--- src/rtl/ldst_agu.sv ---
// Load/store address generation unit: single and register-list transfers with optional base writeback.
// Defining LDST_ALIGN_CHK_EN adds the align_fault output and rejects misaligned requests.
module ldst_agu #(
  parameter int DATA_W = 32,
  parameter int NREG   = 8
) (
  input  logic                     clk,
  input  logic                     rst,
  input  logic                     start,
  input  logic                     p_bit,
  input  logic                     u_bit,
  input  logic                     w_bit,
  input  logic                     multi,
  input  logic [1:0]               size,
  input  logic [DATA_W-1:0]        rn,
  input  logic [DATA_W-1:0]        op2,
  input  logic [NREG-1:0]          reg_list,
  input  logic                     mem_ack,
  output logic                     mem_req,
  output logic [DATA_W-1:0]        mem_addr,
  output logic [$clog2(NREG)-1:0]  mem_reg,
  output logic                     busy,
  output logic                     done,
  output logic                     wb_en,
  output logic [DATA_W-1:0]        wb_val
`ifdef LDST_ALIGN_CHK_EN
  ,
  output logic                     align_fault
`endif
);

  localparam int RW = $clog2(NREG);

  typedef enum logic [1:0] {IDLE, XFER, WB} state_t;

  state_t              state_q;
  logic                mem_req_q, done_q, wb_en_q, w_q, multi_q;
  logic [DATA_W-1:0]   mem_addr_q, wb_val_q;
  logic [RW-1:0]       mem_reg_q;
  logic [NREG-1:0]     rem_q, rem_next;
  logic [DATA_W-1:0]   four_n, first_addr, first_wb;
`ifdef LDST_ALIGN_CHK_EN
  logic                align_fault_q, fault_d;
`endif

  function automatic logic [RW-1:0] lowest(input logic [NREG-1:0] v);
    logic found;
    lowest = '0;
    found  = 1'b0;
    for (int unsigned i = 0; i < NREG; i++) begin
      if (v[i] && !found) begin
        lowest = RW'(i);
        found  = 1'b1;
      end
    end
  endfunction

  always_comb begin
    four_n   = DATA_W'($countones(reg_list)) << 2;
    rem_next = rem_q & (rem_q - NREG'(1));
    if (multi) begin
      first_wb = u_bit ? rn + four_n : rn - four_n;
      case ({p_bit, u_bit})
        2'b01:   first_addr = rn;
        2'b11:   first_addr = rn + DATA_W'(4);
        2'b00:   first_addr = rn - four_n + DATA_W'(4);
        default: first_addr = rn - four_n;
      endcase
    end else begin
      first_wb   = u_bit ? rn + op2 : rn - op2;
      first_addr = p_bit ? first_wb : rn;
    end
`ifdef LDST_ALIGN_CHK_EN
    fault_d = 1'b0;
    if (multi)              fault_d = (first_addr[1:0] != 2'b00);
    else if (size == 2'b01) fault_d = first_addr[0];
    else if (size[1])       fault_d = (first_addr[1:0] != 2'b00);
`endif
  end

  always_ff @(posedge clk or negedge rst) begin
    if (!rst) begin
      state_q    <= IDLE;
      mem_req_q  <= 1'b0;
      done_q     <= 1'b0;
      wb_en_q    <= 1'b0;
      w_q        <= 1'b0;
      multi_q    <= 1'b0;
      mem_addr_q <= '0;
      wb_val_q   <= '0;
      mem_reg_q  <= '0;
      rem_q      <= '0;
`ifdef LDST_ALIGN_CHK_EN
      align_fault_q <= 1'b0;
`endif
    end else begin
      done_q <= 1'b0;
`ifdef LDST_ALIGN_CHK_EN
      align_fault_q <= 1'b0;
`endif
      case (state_q)
        IDLE: begin
          if (start) begin
            w_q        <= w_bit;
            multi_q    <= multi;
            rem_q      <= reg_list;
            mem_addr_q <= first_addr;
            wb_val_q   <= first_wb;
            mem_reg_q  <= multi ? lowest(reg_list) : '0;
`ifdef LDST_ALIGN_CHK_EN
            if (fault_d) begin
              done_q        <= 1'b1;
              align_fault_q <= 1'b1;
            end else
`endif
            if (multi && reg_list == '0) begin
              done_q <= 1'b1;
            end else begin
              state_q   <= XFER;
              mem_req_q <= 1'b1;
            end
          end
        end
        XFER: begin
          // mem_req is always high in XFER, so mem_ack here is a completed beat
          if (mem_ack) begin
            if (multi_q && rem_next != '0) begin
              rem_q      <= rem_next;
              mem_addr_q <= mem_addr_q + DATA_W'(4);
              mem_reg_q  <= lowest(rem_next);
            end else begin
              mem_req_q <= 1'b0;
              done_q    <= 1'b1;
              if (w_q) begin
                state_q <= WB;
                wb_en_q <= 1'b1;
              end else begin
                state_q <= IDLE;
              end
            end
          end
        end
        WB: begin
          wb_en_q <= 1'b0;
          state_q <= IDLE;
        end
        default: state_q <= IDLE;
      endcase
    end
  end

  assign busy     = (state_q != IDLE);
  assign mem_req  = mem_req_q;
  assign mem_addr = mem_addr_q;
  assign mem_reg  = mem_reg_q;
  assign done     = done_q;
  assign wb_en    = wb_en_q;
  assign wb_val   = wb_val_q;
`ifdef LDST_ALIGN_CHK_EN
  assign align_fault = align_fault_q;
`endif

endmodule

--- config.mk ---
export PLATFORM = sky130hd
export DESIGN_NAME = ldst_agu
export DESIGN_NICKNAME = d
export VERILOG_FILES = /design/src/rtl/ldst_agu.sv
export SDC_FILE = /design/constraint.sdc
export NUM_CORES = 1
export LEC_CHECK = 0
export CORE_MARGIN = 5
export CORE_UTILIZATION = 40
export CTS_BUF_LIST = sky130_fd_sc_hd__clkbuf_4
export DETAILED_ROUTE_END_ITERATION = 12
export PLACE_DENSITY = 0.72
export SLEW_MARGIN = 20
export SYNTH_ARGS = -nofsm -noshare
export SYNTH_HDL_FRONTEND = slang
export SYNTH_SLANG_ARGS = --single-unit
--- constraint.sdc ---
create_clock -name clk -period 2.8 [get_ports clk]
set_input_delay 0.28 -clock clk [delete_from_list [all_inputs] [get_ports clk]]
set_output_delay 0.28 -clock clk [all_outputs]
set_load 0.01 [all_outputs]
After elaboration in Yosys (flattened, before gate mapping) --
Cells that the tools add are included.
Cells by class: add/subtract/negate cells 15, $mul 0, div/mod/pow operators 0, magnitude comparators 0, equality and inequality tests 10, shifts and indexed selects 0, mux-type cells 102, bitwise logic cells 1, reductions and logical operators 42
Operator list (number):
- $mux W32 | 8
- $add A32 B3 Y32 const B | 3
- $pmux W32 S3 | 1
- $pmux W32 S2 | 1
- $mux W1 | 62
- $mux W3 | 16
- $add A32 B32 Y32 | 1
- $add A32 B6 Y32 | 1
- $sub A32 B32 Y32 | 1
- $sub A32 B6 Y32 | 1
- $mux W8 | 3
- $logic_and A1 B1 Y1 | 16
- $pmux W8 S2 | 1
- $logic_not A1 Y1 | 14
- $ne A2 B2 Y1 const B | 6
- $reduce_and A4 Y1 | 3
- $mux W2 | 5
- $add A1 B1 Y2 | 4
- $and A8 B8 Y8 | 1
- $logic_not A8 Y1 | 1
- $reduce_bool A8 Y1 | 1
- $sub A8 B1 Y8 const B | 1
- $add A2 B2 Y3 | 2
- $pmux W1 S2 | 3
- 9 further kinds | 14
Storage, ports and cells: flip-flop bits (word level) 82, latch bits 0, bits in writable memories 0, ROM bits 0, input bits 82, logic and storage cells 180, memories 0

Logic depth before layout (Yosys ltp) --
word-level depth 49, mapped depth 21

Least setup slack after synthesis --
OpenSTA, ideal clock, no wires.
kind input to register, start input port reg_list[0], end register mem_addr_q[24], in the netlist mem_addr[24], data arrival time 5.906 ns, data required time 2.718 ns, slack -3.188 ns, stages on the path 18, buffers on the path 0, cells stage by stage inv_1 > fa_1 > fa_1 > fa_1 > inv_1 > ha_1 > fa_1 > ha_1 > or2_2 > a2111oi_0 > nor4_1 > o32ai_1 > a21oi_1 > nand4_2 > mux2_4 > or3_1 > a221o_1 > a31oi_1
Between the ends: longest elaborated chain between the ends 9
RTL lines:
- start: declaration | RTL line 17 | input logic [NREG-1:0] reg_list,
- $add A1 B1 Y2 (not written as such) * | RTL line 59 | four_n = DATA_W'($countones(reg_list)) << 2;
- $add A2 B2 Y3 (not written as such) * | RTL line 59
- $add A3 B3 Y4 (not written as such) * | RTL line 59
- $sub A32 B6 Y32 * | RTL line 66, 67
- $add A32 B3 Y32 | RTL line 66 | 2'b00: first_addr = rn - four_n + DATA_W'(4);
- $pmux W32 S3 * | RTL line 63 | case ({p_bit, u_bit})
- $mux W32 * | RTL line 61 | if (multi) begin
- $mux W32 * | RTL line 103 | if (start) begin
- $pmux W32 S2 * | RTL line 101 | case (state_q)
- end signal: assignment | RTL line 107 | mem_addr_q <= first_addr;
- end signal: assignment | RTL line 129 | mem_addr_q <= mem_addr_q + DATA_W'(4);
- end: declaration | RTL line 38 | logic [DATA_W-1:0] mem_addr_q, wb_val_q;
Mark *: on every way between the ends. The rest lies on a longest branch, timed or not. The select of a mux whose other input is x is not followed. A chain may end at the register's enable or synchronous reset.

Final worst setup path --
Ends and elaborated chain as after synthesis.

==> run summary <==
Nets = 2218
Die width = 175 microns
Largest net degree at the start of global routing = 83
DIE AREA = 0.0306 sq mm
# DRC = 0
Clk Latency, worst-skew pair = 0.47 ns
Worst setup EP type = flop
Hold/Removal Path Class = in -> reg
I/O Buffers = 150
Dominant synthesized flop cell = dfrtp_1
WP data required = 3.21 ns
Critical-path top delay cell = fa_1
Pwr dens = 605 mW/mm^2
All-layer global routing usage = 0.298
Switching Share = 0.464
Initial DRT Pass Iterations = 5
Grt total ovfl = 0
Hpwl dp = 38200 microns
Fmax = 191 MHz
Post-synth cell types = 73
Setup ws final = -2.44 ns
Outcome = finished with violations
Max VDD drop = 0.379 mV
Clock Skew = 0.0405 ns
Slew margin rel. = 0.453
Total CTS buffers = 9
CTS tree = yes
Most frequent cell on the critical path = fa_1
Crit path DAT = 5.65 ns
Final GP Congestion = 0.999
Via count = 14200
Period minus WS final = 5.24 ns
Sequential share of power = 0.215
Leakage = 7.64 nW
Period utilization = 1.87
Design area = 0.0179 sq mm
DP Area = 0.0163 sq mm
Switching pwr = 5.03 mW
Vias in the first global route = 13600
Mean Syn Cell Area = 7.06 sq um
Worst-path clk slew = 0.16 ns
Initial antenna violation count = 1
Max Cap Viol = 0
Post-Syn Nets = 1681
Hold Crit Depth = 4
Area Overhead vs Synth = 64.7%
Count of yosys warnings during synthesis = 0
Root Buffer = clkbuf_4
Via/cell ratio = 5.87
Mapped Area = 0.0109 sq mm
Synth Register Bits = 82
TritonCTS Sinks = 82
Final hold violations = 0
Hold slack = 0.175 ns
Layout cell share with drive strength beyond 1 = 0.352
Routed WL = 48600 microns
Sequential fraction of the synthesis area = 0.189
Core Rows = 60
Die Y = 175 microns
Core Region = 0.0269 sq mm
Async S/R FF share, synth = 1.00
Cells after synthesis = 1541
Post-synth EDFFs = 0
Failing checks = negative setup slack
Clock Path Buffers = 2
Detail Route Antenna Nets = 0
Starting Density = 0.405
Worst Tran Pin Value = 0.812 ns
Final setup violation count = 59
Max-slew violations = 0
Clock Power Share = 0.063
CP cell instances = buf_8, inv_12, fa_1, fa_1, fa_1, inv_2, ha_4, fa_2, buf_6, fa_2, o21ba_4, o211ai_1, nor3_1, xnor2_1, nor4_4, nand4_2, mux2_4, or3_1, a221o_1, a31oi_1
Starting DRT DRC Count = 1542
Power Internal = 5.82 mW
Startpoint Class = primary input
H-tree depth = 3
Crit path max fanout = 4
RSZ-0062 raised after global routing = true
Setup Crit Path Kind = in -> reg
Reg2Reg Depth = 12
Logic pwr share = 0.722
Routed len/inst = 20.0 microns
Top Ports = 153
CP max stage delay = 0.54 ns
First-pass GRT wire length = 73900 microns
## area by class of cell
| class | instances | area, sq um |
|---|---|---|
| tap | 341 | 427 |
| fill | 2254 | 8960 |
| clock inverter | 7 | 51.3 |
| clock buffer | 9 | 67.6 |
| timing repair buffer | 628 | 5370 |
| antenna | 1 | 2.50 |
| inverter | 59 | 236 |
| multi-input combinational | 1298 | 9720 |
| sequential | 82 | 2050 |
## cell families (layout without fill, tap and decap cells)
| kind of cell | after synthesis | count (layout) | share of synthesized area |
|---|---|---|---|
| multiplexers | 32 | 32 | 0.0307 |
| XOR/XNOR | 136 | 136 | 0.110 |
| AND/OR/NAND/NOR | 576 | 576 | 0.256 |
| AO/OA/AOI/OAI | 496 | 496 | 0.287 |
| adder cells (fa/ha/maj) | 58 | 58 | 0.0715 |
| flip-flops | 82 | 82 | 0.189 |
| other | 0 | 1 | 0 |
| buffers and inverters | 161 | 703 | 0.0568 |
## synthesized netlist by cell type, types with 8 or more instances
| master | n | share of area |
|---|---|---|
| nand3_1 | 46 | 0.021 |
| and2_1 | 10 | 0.0058 |
| xnor2_1 | 74 | 0.060 |
| mux2i_1 | 24 | 0.022 |
| xor2_1 | 62 | 0.050 |
| nand2b_1 | 16 | 0.0092 |
| or2_2 | 13 | 0.0075 |
| o221ai_1 | 14 | 0.011 |
| and3_1 | 11 | 0.0063 |
| or4_1 | 8 | 0.0055 |
| or3_1 | 20 | 0.012 |
| dfrtp_1 | 82 | 0.19 |
| a21o_1 | 31 | 0.021 |
| a21oi_1 | 155 | 0.071 |
| o21a_1 | 10 | 0.0069 |
| clkbuf_1 | 88 | 0.030 |
| ha_1 | 51 | 0.059 |
| a31oi_1 | 30 | 0.017 |
| o211ai_1 | 14 | 0.0097 |
| a221oi_1 | 15 | 0.012 |
| nand2_1 | 161 | 0.056 |
| a211oi_1 | 16 | 0.011 |
| o21ai_0 | 118 | 0.054 |
| inv_1 | 58 | 0.020 |
| buf_1 | 8 | 0.0028 |
| nand4_1 | 25 | 0.014 |
| nor4_1 | 28 | 0.016 |
| nor2b_1 | 14 | 0.0081 |
| nor2_1 | 154 | 0.053 |
| o22ai_1 | 16 | 0.0092 |
| nor3_1 | 50 | 0.023 |
| nor3b_1 | 8 | 0.0055 |
## routing by layer
metal	routed length [microns]	GRT usage	vias to the layer above
met5	0	0	-
met4	1240	0.0759	0
met3	4690	0.0571	101
met2	22000	0.476	709
met1	20700	0.415	6724
li1	-	-	6712
## power groups by stage
stage | combinational [mW] | clock (mW) | sequential, mW
4_1_cts | 7.35 | 0.690 | 2.31
3_3_place_gp | 6.75 | 0 | 2.30
2_1_floorplan | 3.38 | 0 | 2.43
6_report | 7.83 | 0.681 | 2.33
3_5_place_dp | 6.89 | 0 | 2.34
5_1_grt | 8.36 | 0.733 | 2.42
## worst max-delay path: cells and delay by family
kind	cells	cell delay, ns
adder cells (fa/ha/maj)	6	2.57
AO/OA/AOI/OAI	4	0.98
AND/OR/NAND/NOR	4	0.93
multiplexers	1	0.35
buffers and inverters	4	0.32
XOR/XNOR	1	0.20
## stage by stage
stage                     std cells  setup WS (ns)  power (mW)  utilization  setup TNS [ns]
final                          2425          -2.44        10.8        0.667         -108.34
after global routing           2425          -2.54        11.5        0.667         -113.85
after CTS                      2412          -2.44        10.4        0.644         -109.04
after detailed placement       2370          -3.50        9.22        0.606         -166.66
after global placement         2370          -3.43        9.05        0.606         -163.57
after floorplan                1541          -2.57        5.81            -          -98.12
## path summary, 6_finish.rpt
kind / from / endpoint / slack [ns]
min in group asynchronous: rst / rem_q[0] / 0.43
setup / recovery: reg_list[0] / mem_addr[24] / -2.44
max in group asynchronous: rst / wb_val[22] / 1.84
hold reg to reg: wb_val[17] / wb_val[17] / 0.50
setup reg to reg: rem_q[2] / mem_addr[5] / 0.06
hold / removal: reg_list[1] / rem_q[1] / 0.18
## what timing repair did
item | 4_1_cts | 5_1_grt
hold endpoints to repair | 0 | 82
gates resized for setup | 161 | 110
pin swaps | 109 | 93
setup endpoints to repair | 60 | 62
buffers inserted | 30 | 20
hold buffers | 0 | 1
## cells in the final DEF (no fill, tap or decap), types with 26 or more instances in the layout
cell type / instances
clkdlybuf4s50_1: 143
a31oi_1: 26
xnor2_1: 59
o21ai_0: 70
o21ai_1: 40
ha_1: 41
nor2_1: 137
nor3_1: 35
buf_6: 42
xor2_1: 59
a21oi_1: 130
buf_4: 425
dfrtp_1: 82
nand2_1: 152
nand3_1: 41
inv_1: 51
a21o_1: 30
Note: power is estimated with default switching activity, not from simulation.
